## src/rtl/serial_add_accum.sv

```systemverilog
// serial_add_accum: digit-serial add/subtract with accumulate, start/busy/done handshake.
// One DIGIT-bit ripple slice per clock; S = WIDTH/DIGIT steps per operation.
module serial_add_accum #(
   parameter int WIDTH = 8,
   parameter int DIGIT = 1
) (
   input  logic             i_clock,
   input  logic             i_resetn,
   input  logic             i_start,
   input  logic [WIDTH-1:0] i_a,
   input  logic [WIDTH-1:0] i_b,
   input  logic             i_cin,
   input  logic             i_sub,
   input  logic             i_acc,
   output logic [WIDTH-1:0] o_sum,
   output logic             o_cout,
   output logic             o_ovf,
   output logic             o_busy,
   output logic             o_done
);
   localparam int S  = WIDTH / DIGIT;
   localparam int CW = $clog2(S + 1);
   typedef enum logic [1:0] {IDLE, RUN, DONE} state_t;
   state_t           r_state, w_next;
   logic [WIDTH-1:0] r_a, r_b, r_res, r_sum, w_res_n;
   logic             r_c, r_cout, r_ovf;
   logic [CW-1:0]    r_cnt;
   logic [DIGIT:0]   w_c;
   logic [DIGIT-1:0] w_s;
   logic             w_load, w_last;
   assign w_c[0] = r_c;
   genvar i;
   for (i = 0; i < DIGIT; i++) begin : g_fa
      assign w_s[i]   = w_c[i] ^ r_a[i] ^ r_b[i];
      assign w_c[i+1] = (r_a[i] & r_b[i]) | (r_a[i] & w_c[i]) | (r_b[i] & w_c[i]);
   end
   // Sum digits enter at the top so the LSB digit lands at bit 0 after S steps.
   assign w_res_n = (r_res >> DIGIT) | (WIDTH'(w_s) << (WIDTH - DIGIT));
   assign w_load  = i_start && (r_state != RUN);
   assign w_last  = (r_state == RUN) && (r_cnt == CW'(S - 1));
   always_ff @(posedge i_clock) begin
      if (!i_resetn) r_state <= IDLE;
      else r_state <= w_next;
   end
   always_comb begin
      w_next = r_state;
      case (r_state)
         IDLE:    w_next = w_load ? RUN : IDLE;
         RUN:     w_next = w_last ? DONE : RUN;
         DONE:    w_next = w_load ? RUN : IDLE;
         default: w_next = IDLE;
      endcase
   end
   always_ff @(posedge i_clock) begin
      if (!i_resetn) begin
         r_a    <= '0;
         r_b    <= '0;
         r_res  <= '0;
         r_c    <= 1'b0;
         r_cnt  <= '0;
         r_sum  <= '0;
         r_cout <= 1'b0;
         r_ovf  <= 1'b0;
      end else if (w_load) begin
         r_a   <= i_acc ? r_sum : i_a;
         r_b   <= i_sub ? ~i_b : i_b;
         r_c   <= i_sub | i_cin;
         r_res <= '0;
         r_cnt <= '0;
      end else if (r_state == RUN) begin
         r_a   <= r_a >> DIGIT;
         r_b   <= r_b >> DIGIT;
         r_c   <= w_c[DIGIT];
         r_res <= w_res_n;
         r_cnt <= r_cnt + CW'(1);
         if (w_last) begin
            r_sum  <= w_res_n;
            r_cout <= w_c[DIGIT];
            r_ovf  <= w_c[DIGIT] ^ w_c[DIGIT-1];
         end
      end
   end
   assign o_sum  = r_sum;
   assign o_cout = r_cout;
   assign o_ovf  = r_ovf;
   assign o_busy = (r_state == RUN);
   assign o_done = (r_state == DONE);
endmodule

```

## config.mk

```make
export PLATFORM = sky130hd
export DESIGN_NAME = serial_add_accum
export DESIGN_NICKNAME = d
export VERILOG_FILES = /design/src/rtl/serial_add_accum.sv
export SDC_FILE = /design/constraint.sdc
export NUM_CORES = 1
export LEC_CHECK = 0
export ABC_CLOCK_PERIOD_IN_PS = 2200
export CELL_PAD_IN_SITES_DETAIL_PLACEMENT = 1
export CELL_PAD_IN_SITES_GLOBAL_PLACEMENT = 2
export CORE_MARGIN = 5
export CORE_UTILIZATION = 33
export DETAILED_ROUTE_END_ITERATION = 6
export PLACE_DENSITY_LB_ADDON = 0.05
export SLEW_MARGIN = 0
export SYNTH_ARGS = -nofsm -noshare
export SYNTH_HDL_FRONTEND = slang
export SYNTH_SLANG_ARGS = --single-unit
export TNS_END_PERCENT = 20
```

## constraint.sdc

```tcl
create_clock -name i_clock -period 2.2 [get_ports i_clock]
set_clock_uncertainty 0.05 [all_clocks]
set_input_delay 0.33 -clock i_clock [delete_from_list [all_inputs] [get_ports i_clock]]
set_output_delay 0.33 -clock i_clock [all_outputs]
set_load 0.05 [all_outputs]
```

Word level (Yosys, flattened, before mapping):

Index checks and enable logic that the tools add are counted.

* input port bits: 22
* flip-flop bits (word level): 41
* output and inout port bits: 12

* reductions and logical operators: 7
* mux-type cells: 11
* add/subtract/negate cells: 1
* bitwise logic cells: 13
* eq/ne operators: 4

Operators with widths (number)
* 8-bit 2-to-1 mux: 6
* 8-bit NOT: 1
* 7-bit by 8-bit OR with 8-bit output: 1
* 4-bit by 1-bit adder with 4-bit output, second input constant: 1
* 4-bit by 3-bit equality test with 1-bit output, second input constant: 1
* 2-bit case mux with 2 select lines: 1
* 2-bit OR reduction: 2
* 1-bit bitwise AND: 3
* 1-bit 2-to-1 mux: 3
* 1-bit OR: 3
* 3-bit AND reduction: 1
* 1-bit bitwise XOR: 3
* 2-bit by 1-bit equality test with 1-bit output, second input constant: 1
* 2-bit equality test, second input constant: 1
* 1-bit logical AND: 2
* 2-bit logical NOT: 1
* 2-bit 2-to-1 mux: 1
* 2-bit by 1-bit inequality test with 1-bit output, second input constant: 1
* 1-bit NOT: 2
* 2-bit nonzero test: 1

Longest topological paths before layout:

Gate-level depths: netlist of the first run.

* depth after elaboration: 5
* mapped depth: 7

Worst setup path before layout of the first run:

Ideal clock, no wire load.

* kind: flip-flop to output port
* start: register r_state[1]
* end: output port o_done
* required time: 1820 ps
* data arrival time: 1023 ps
* cell stages (with the launch flop): 2
* setup slack: 797 ps
* cell sequence: dfxtp_1 > nor2b_1

* word-level cells in the longest chain between the ends: 1

RTL lines
* start, declared: RTL line 24 `state_t r_state, w_next;`
* start signal, assigned: RTL line 43 `else r_state <= w_next;`
* 2-bit equality test: RTL line 87 `assign o_done = (r_state == DONE);`
* end, declared: RTL line 19 `output logic o_done`

Every way passes these cells.

Worst setup path in the final report of the first run:

Same ends and word-level chain as after synthesis.

==> qor.tcl, run 1 <==
set qor(result_of_the_run) {finished clean}
set qor(max_cap_viol) 0
set qor(tritoncts) {yes}
set qor(synthesis.area_um2) 1887
set qor(finalWorstSetupSlack_ns) 0.2054
set qor(critical-path-slowest-cell) {sky130_fd_sc_hd__clkdlybuf4s50_1}
set qor(route.detailed.wl_per_inst_um) 15.79
set qor(min-delay-path-class) {reg2reg}
set qor(fp.dieH_um) 85.62
set qor(timing.final.max_slew_violations) 0
set qor(yosys_cell_types) 34
set qor(row_count) 27
set qor(htree_levels) 2
set qor(ff2ff_setup_slack_ns) 0.70
set qor(via_per_inst) 5.069
set qor(drt_drc_violations_left) 0
set qor(timing.final.crit_share_pct) 90.67
set qor(number_of_drc_markers_in_iteration_0) 75
set qor(rr_startpoint) {r_state[1]}
set qor(rsz0062_at_grt) {no}
set qor(cp_max_fo) 3
set qor(yosysWarningCount) 0
set qor(worst_pin_slew_ns) 0.5362
set qor(cts_hold_buffers) 0
set qor(critical_path_buf_inv_count) 1
set qor(antenna_violations_before_repair) 0
set qor(placeableCoreArea_um2) 5540
set qor(grt_pass1_wl_um) 8397
set qor(static-leakage-power_uw) 0.0008735
set qor(place.port_buffers) 33
set qor(area_growth_syn_to_fin_pct) 25.07
set qor(total_detailed_routing_wirelength_um) 5021
set qor(grt_overflow) 0
set qor(synth_sequential_area_ratio_pct) 42.44
set qor(finalSetupViolCount) 0
set qor(cts_inserted_buffers) 5
set qor(diodes) 0
set qor(antenna_violating_nets_left) 0
set qor(clock_sink_count) 40
set qor(maxClockFrequency_mhz) 501.3
set qor(peak_vdd_ir_uv) 242.3
set qor(grt_start_max_net_pins) 35
set qor(globalplace.congestion) 0.7360
set qor(cp_cell_sequence) {nor2b_1 > clkdlybuf4s50_1}
set qor(p_per_area_nw_per_um2) 639.2
set qor(worst_hold_startpoint) {r_b[6]}
set qor(totalNegativeSetupSlack_ns) 0
set qor(relSlewSlack_pct) 64.14
set qor(post_cts.repair.setup_buffers) 0
set qor(cts_buffer_depth) 2
set qor(count_of_nets_after_finishing) 269
set qor(final.min_clock_period_ns) 1.995
set qor(cts_root_buf) {sky130_fd_sc_hd__clkbuf_8}
set qor(timing.final.hold_violations) 0
set qor(timing.critical_path.required_ns) 1.82
set qor(synthesis.area_per_instance_um2) 8.817
set qor(synth_top_area_share_pct) 42.44
set qor(number_of_global_route_vias_before_repair) 1686
set qor(vias) 1612
set qor(dieArea_um2) 7330
set qor(end_kind) {output pin}
set qor(post_synth_inst_count) 214
set qor(cp-startpoint) {r_state[1]}
set qor(clk_transition_reported_paths_ns) 0.08
set qor(groute.usage.overall_pct) 14.47
set qor(clkLatencyLatePin_ns) 0.29
set qor(post_cts_resize_count) 0
set qor(largest_stage_delay_worst_path_ns) 0.81
set qor(pre_cts_ws_ns) 0.3904
set qor(dpl.hpwl_um) 3606
set qor(ys_ff_latch) 40
set qor(synth_top_cells_by_area) {sky130_fd_sc_hd__dfxtp_1 (42%), sky130_fd_sc_hd__nand2_1 (10%), sky130_fd_sc_hd__o2111ai_1 (6.5%), sky130_fd_sc_hd__mux2i_1 (5.8%), sky130_fd_sc_hd__o2111a_1 (4.2%)}
set qor(timing.critical_path.max_delay_family) {buffers and inverters}
set qor(timing_worst_setup_path_type) {reg2out}
set qor(boundaryPins) 34
set qor(mappedNetlistNets) 238
set qor(share_of_layout_cells_above_drive_strength_1_pct) 12.20
set qor(synthDominantAreaCellType) {sky130_fd_sc_hd__dfxtp_1}
set qor(initial_utilization_pct) 34.06
set qor(die_w_um) 85.62
set qor(worstPathArrival_ns) 1.61
set qor(fillCellCount) 654
set qor(iteration_count_of_the_initial_detailed_routing_pass) 4
set qor(start_kind) {register}
-- routing by layer --
layer	vias up	part of all wire [%]	GRT usage, %
li1	797	-	-
met1	784	49	18.72
met2	27	46	23.66
met3	4	3.3	3.170
met4	0	1.2	5.180
met5	-	0	0
-- final timing paths --
check | cells past startpoint | endpoint
max | 2 | o_done
min | 2 | r_b[5]
max reg2reg | 5 | o_cout
min reg2reg | 2 | r_b[5]
-- synthesized netlist by cell type --
| library cell | instances |
|---|---|
| sky130_fd_sc_hd__nand2_1 | 52 |
| sky130_fd_sc_hd__dfxtp_1 | 40 |
| sky130_fd_sc_hd__o2111ai_1 | 14 |
| sky130_fd_sc_hd__mux2i_1 | 11 |
| sky130_fd_sc_hd__xor2_1 | 9 |
| sky130_fd_sc_hd__nand3_1 | 8 |
| sky130_fd_sc_hd__or2_2 | 8 |
| sky130_fd_sc_hd__or3_1 | 8 |
| sky130_fd_sc_hd__a21oi_1 | 7 |
| sky130_fd_sc_hd__buf_2 | 7 |
| sky130_fd_sc_hd__inv_1 | 7 |
| sky130_fd_sc_hd__o2111a_1 | 7 |
| sky130_fd_sc_hd__buf_6 | 4 |
| sky130_fd_sc_hd__nor2_1 | 4 |
| sky130_fd_sc_hd__clkbuf_1 | 3 |
| sky130_fd_sc_hd__a211oi_1 | 2 |
| sky130_fd_sc_hd__a21oi_2 | 2 |
| sky130_fd_sc_hd__buf_4 | 2 |
| sky130_fd_sc_hd__nand3b_1 | 2 |
| sky130_fd_sc_hd__nor2b_1 | 2 |
| sky130_fd_sc_hd__xnor2_1 | 2 |
| sky130_fd_sc_hd__a21boi_1 | 1 |
| sky130_fd_sc_hd__a2bb2oi_1 | 1 |
| sky130_fd_sc_hd__and2_1 | 1 |
| sky130_fd_sc_hd__buf_1 | 1 |
| sky130_fd_sc_hd__fa_1 | 1 |
| sky130_fd_sc_hd__ha_1 | 1 |
| sky130_fd_sc_hd__inv_2 | 1 |
| sky130_fd_sc_hd__inv_4 | 1 |
| sky130_fd_sc_hd__nand2b_1 | 1 |
| sky130_fd_sc_hd__nor2_2 | 1 |
| sky130_fd_sc_hd__o21ai_0 | 1 |
| sky130_fd_sc_hd__o21ai_1 | 1 |
| sky130_fd_sc_hd__o311ai_1 | 1 |
-- registers in the layout, summed over array words and instances (netlist names) --
register,cells
o_cout,1
o_ovf,1
o_sum,8
r_a,8
r_b,8
r_c,1
r_cnt,4
r_res,7
r_state,2
-- area by class of cell --
type	count	area (µm²)	share of cell area [%]
Clock inverter	2	10.01	0.4242
Timing Repair Buffer	41	400.4	16.97
Multi-Input combinational cell	148	939.7	39.82
Tap cell	72	90.09	3.818
Clock buffer	6	82.58	3.499
Sequential cell	40	800.8	33.93
Inverter	9	36.28	1.538
-- report_power, final --
part           switching [µW]  internal, µW  leakage (µW)
combinational             118           106      0.000496
clock                     256           251     0.0000510
sequential               21.1           757      0.000326
-- cell usage in the layout, fill, tap and decap left out, types with 2 or more instances in the layout --
cell,count
sky130_fd_sc_hd__a211oi_1,2
sky130_fd_sc_hd__a21oi_1,7
sky130_fd_sc_hd__a21oi_2,2
sky130_fd_sc_hd__buf_4,8
sky130_fd_sc_hd__clkbuf_8,6
sky130_fd_sc_hd__clkdlybuf4s50_1,32
sky130_fd_sc_hd__clkinv_2,2
sky130_fd_sc_hd__dfxtp_1,40
sky130_fd_sc_hd__inv_1,7
sky130_fd_sc_hd__mux2i_1,11
sky130_fd_sc_hd__nand2_1,52
sky130_fd_sc_hd__nand3_1,8
sky130_fd_sc_hd__nand3b_1,2
sky130_fd_sc_hd__nor2_1,4
sky130_fd_sc_hd__nor2b_1,2
sky130_fd_sc_hd__o2111a_1,7
sky130_fd_sc_hd__o2111ai_1,14
sky130_fd_sc_hd__or2_2,8
sky130_fd_sc_hd__or3_1,8
sky130_fd_sc_hd__xnor2_1,2
sky130_fd_sc_hd__xor2_1,9
-- worst reg2reg max path, delay by kind of cell (launching register included) --
kind	cells	cell delay [ns]
buffers and inverters	2	0.46
muxes	1	0.22
DFF	1	0.33
and+or+nand+nor	2	0.36
-- metrics by stage --
| stage | hold slack, ns | cell area, µm² | util, % | power [µW] | instances |
|---|---|---|---|---|---|
| detailed placement | 0.3945 | 2267 | 40.92 | 1021 | 310 |
| global placement | 0.3904 | 2267 | 40.92 | 1010 | 310 |
| global route | 0.4305 | 2360 | 42.59 | 1590 | 318 |
| finish | 0.4081 | 2360 | 42.59 | 1508 | 318 |
| floorplan | 0.3794 | 1887 | - | 938.6 | 214 |
| CTS | 0.4145 | 2360 | 42.59 | 1530 | 318 |
-- logic make-up after synthesis --
kind of cell	synth area share [%]
AOI/OAI and AO/OA	16.11
xor gates and xnor gates	5.107
adders and majority gates	1.724
buffers and inverters	7.758
DFF	42.44
muxes	5.836
and+or+nand+nor	21.02
(Power assumes the default switching activity.)
==> inputs of run 2 (changes only) <==
--- a/config.mk
+++ b/config.mk
@@ -5,7 +5,7 @@
 export SDC_FILE = /design/constraint.sdc
 export NUM_CORES = 1
 export LEC_CHECK = 0
-export ABC_CLOCK_PERIOD_IN_PS = 2200
+export ABC_CLOCK_PERIOD_IN_PS = 2450
 export CELL_PAD_IN_SITES_DETAIL_PLACEMENT = 1
 export CELL_PAD_IN_SITES_GLOBAL_PLACEMENT = 2
 export CORE_MARGIN = 5
==> constraint.sdc (replaced) <==
create_clock -name i_clock -period 2.45 [get_ports i_clock]
set_clock_uncertainty 0.05 [all_clocks]
set_input_delay 0.3675 -clock i_clock [delete_from_list [all_inputs] [get_ports i_clock]]
set_output_delay 0.3675 -clock i_clock [all_outputs]
set_load 0.05 [all_outputs]
==> run 2 against run 1 <==
  * Sequential share of layout area shrank 0.054 points
  * Largest power group unchanged
  * Global-route usage is essentially flat
  * Largest cell class unchanged
  * Setup slack gained 0.23 ns
  * Final area grew 0.16%
  * Highest routed layer unchanged
  * Register-to-register slack gained 0.25 ns
  * Clock-buffer cell count shrank 1
  * Cell count shrank 0.63%
  * Clock power grew 7.3%
  * Critical endpoint unchanged
  * Combinational power shrank 12%
  * Sequential power shrank 10%
  * Wire length shrank 4.5%
==> qor.tcl, run 2 (synthesis results as in run 1) <==
set qor(groute.usage.overall_pct) 14.47 ;# about the same
set qor(cp_cell_sequence) {nor2b_1 > clkdlybuf4s50_1}
set qor(critical-path-slowest-cell) {sky130_fd_sc_hd__clkdlybuf4s50_1}
set qor(max_cap_viol) 0 ;# unchanged
set qor(finalWorstSetupSlack_ns) 0.4312 ;# +0.2258 ns
set qor(post_cts.repair.setup_buffers) 0 ;# unchanged
set qor(drt_drc_violations_left) 0 ;# unchanged
set qor(peak_vdd_ir_uv) 237.7 ;# -1.9%
set qor(iteration_count_of_the_initial_detailed_routing_pass) 4 ;# unchanged
set qor(grt_start_max_net_pins) 35 ;# unchanged
set qor(final.min_clock_period_ns) 2.019
set qor(rsz0062_at_grt) {no}
set qor(totalNegativeSetupSlack_ns) 0 ;# unchanged
set qor(timing.final.crit_share_pct) 82.40
set qor(timing.final.max_slew_violations) 0 ;# unchanged
set qor(number_of_global_route_vias_before_repair) 1774 ;# +5.2%
set qor(min-delay-path-class) {reg2reg}
set qor(cp-startpoint) {r_state[1]}
set qor(worst_pin_slew_ns) 0.5236 ;# -0.01258 ns
set qor(worst_hold_startpoint) {r_b[3]}
set qor(rr_startpoint) {r_state[1]}
set qor(vias) 1613 ;# +0.062%
set qor(fillCellCount) 669 ;# +2.3%
set qor(result_of_the_run) {finished clean}
set qor(count_of_nets_after_finishing) 267 ;# -0.74%
set qor(via_per_inst) 5.104 ;# +0.70%
set qor(die_w_um) 85.62 ;# unchanged
set qor(fp.dieH_um) 85.62 ;# unchanged
set qor(dpl.hpwl_um) 3415 ;# -5.3%
set qor(timing_worst_setup_path_type) {reg2out}
set qor(globalplace.congestion) 0.6905 ;# -6.2%
set qor(clk_transition_reported_paths_ns) 0.08 ;# about the same
set qor(critical_path_buf_inv_count) 1 ;# unchanged
set qor(relSlewSlack_pct) 64.98 ;# +0.84 points
set qor(finalSetupViolCount) 0 ;# unchanged
set qor(cts_buffer_depth) 2 ;# unchanged
set qor(end_kind) {output pin}
set qor(boundaryPins) 34 ;# unchanged
set qor(p_per_area_nw_per_um2) 609.0 ;# -4.7%
set qor(cts_root_buf) {sky130_fd_sc_hd__clkbuf_8}
set qor(mostFrequentLayoutCell) {sky130_fd_sc_hd__nand2_1}
set qor(htree_levels) 2 ;# unchanged
set qor(timing.hold.ws_ns) 0.4107 ;# +0.002626 ns
set qor(static-leakage-power_uw) 0.0008664 ;# -0.81%
set qor(cp_max_fo) 3 ;# unchanged
set qor(row_count) 27 ;# unchanged
set qor(cts_hold_buffers) 0 ;# unchanged
set qor(initial_utilization_pct) 34.06 ;# unchanged
set qor(dieArea_um2) 7330 ;# unchanged
set qor(total_detailed_routing_wirelength_um) 4794 ;# -4.5%
set qor(layout.cells.most_common_list) {sky130_fd_sc_hd__nand2_1 (52), sky130_fd_sc_hd__dfxtp_1 (40), sky130_fd_sc_hd__clkdlybuf4s50_1 (32), sky130_fd_sc_hd__o2111ai_1 (14), sky130_fd_sc_hd__mux2i_1 (11)}
set qor(timing.final.hold_violations) 0 ;# unchanged
set qor(timing.critical_path.required_ns) 2.03 ;# +0.21 ns
set qor(grt_pass1_wl_um) 8480 ;# +0.99%
set qor(diodes) 0 ;# unchanged
set qor(antenna_violations_before_repair) 0 ;# unchanged
set qor(pre_cts_ws_ns) 0.6848 ;# +0.2944 ns
set qor(placeableCoreArea_um2) 5540 ;# unchanged
set qor(clock_sink_count) 40 ;# unchanged
set qor(post_cts_resize_count) 0 ;# unchanged
set qor(cts_inserted_buffers) 5 ;# unchanged
set qor(place.port_buffers) 33 ;# unchanged
set qor(tritoncts) {yes}
set qor(antenna_violating_nets_left) 0 ;# unchanged
set qor(route.detailed.wl_per_inst_um) 15.17 ;# -3.9%
set qor(maxClockFrequency_mhz) 495.3
set qor(clkLatencyLatePin_ns) 0.30 ;# about the same
set qor(start_kind) {register}
set qor(area_growth_syn_to_fin_pct) 25.27
set qor(worstPathArrival_ns) 1.60 ;# about the same
set qor(power.total_uw) 1439 ;# -4.6%
set qor(grt_overflow) 0 ;# unchanged
set qor(largest_stage_delay_worst_path_ns) 0.82 ;# about the same
set qor(share_of_layout_cells_above_drive_strength_1_pct) 11.48 ;# -0.72 points
set qor(number_of_drc_markers_in_iteration_0) 36 ;# -52%
set qor(timing.critical_path.max_delay_family) {buffers and inverters}
[run 2: cell type report]
cell class              instances  area, µm²  share of cell area [%]
multi-input cells             148      939.7                   39.76
flip-flops and latches         40      800.8                   33.88
repair buffers                 39      385.4                   16.30
well taps                      72      90.09                   3.812
clock buffers                   5      68.82                   2.912
clock inverters                 3      42.54                   1.800
inverters                       9      36.28                   1.535
[run 2: path summary, 6_finish.rpt]
kind	endpoint	slack, ns	cells past startpoint
setup / recovery	o_done	0.43	2
hold / removal	r_b[2]	0.41	2
setup reg to reg	r_state[1]	0.95	5
hold reg to reg	r_b[2]	0.41	2
[run 2: tightest hold or removal path: stages, from the launching register on]
cell and delay (ns):
sky130_fd_sc_hd__dfxtp_1 0.32, sky130_fd_sc_hd__nand3_1 0.06, sky130_fd_sc_hd__nand2_1 0.04
[run 2: routing by layer]
metal / vias up / global-route usage [%] / share of wire [%]
met4: 0 / 4.748 / 1.6
met5: - / 0 / 0
met1: 773 / 17.61 / 46
met2: 30 / 24.22 / 48
met3: 9 / 4.515 / 4.4
li1: 801 / - / -
[run 2: where the power goes]
group	leakage [µW]	internal [µW]	switching (µW)
logic	0.000486	93.8	104
clock network	0.0000541	301	243
registers	0.000326	679	18.0
total	0.000866	1070	365
[run 2: metrics by stage]
step	std cells	cell area (µm²)	utilization, %
finish	316	2364	42.66
global route	316	2364	42.66
CTS	316	2364	42.66
detailed placement	308	2252	40.65
global placement	308	2252	40.65
floorplan	214	1887	-
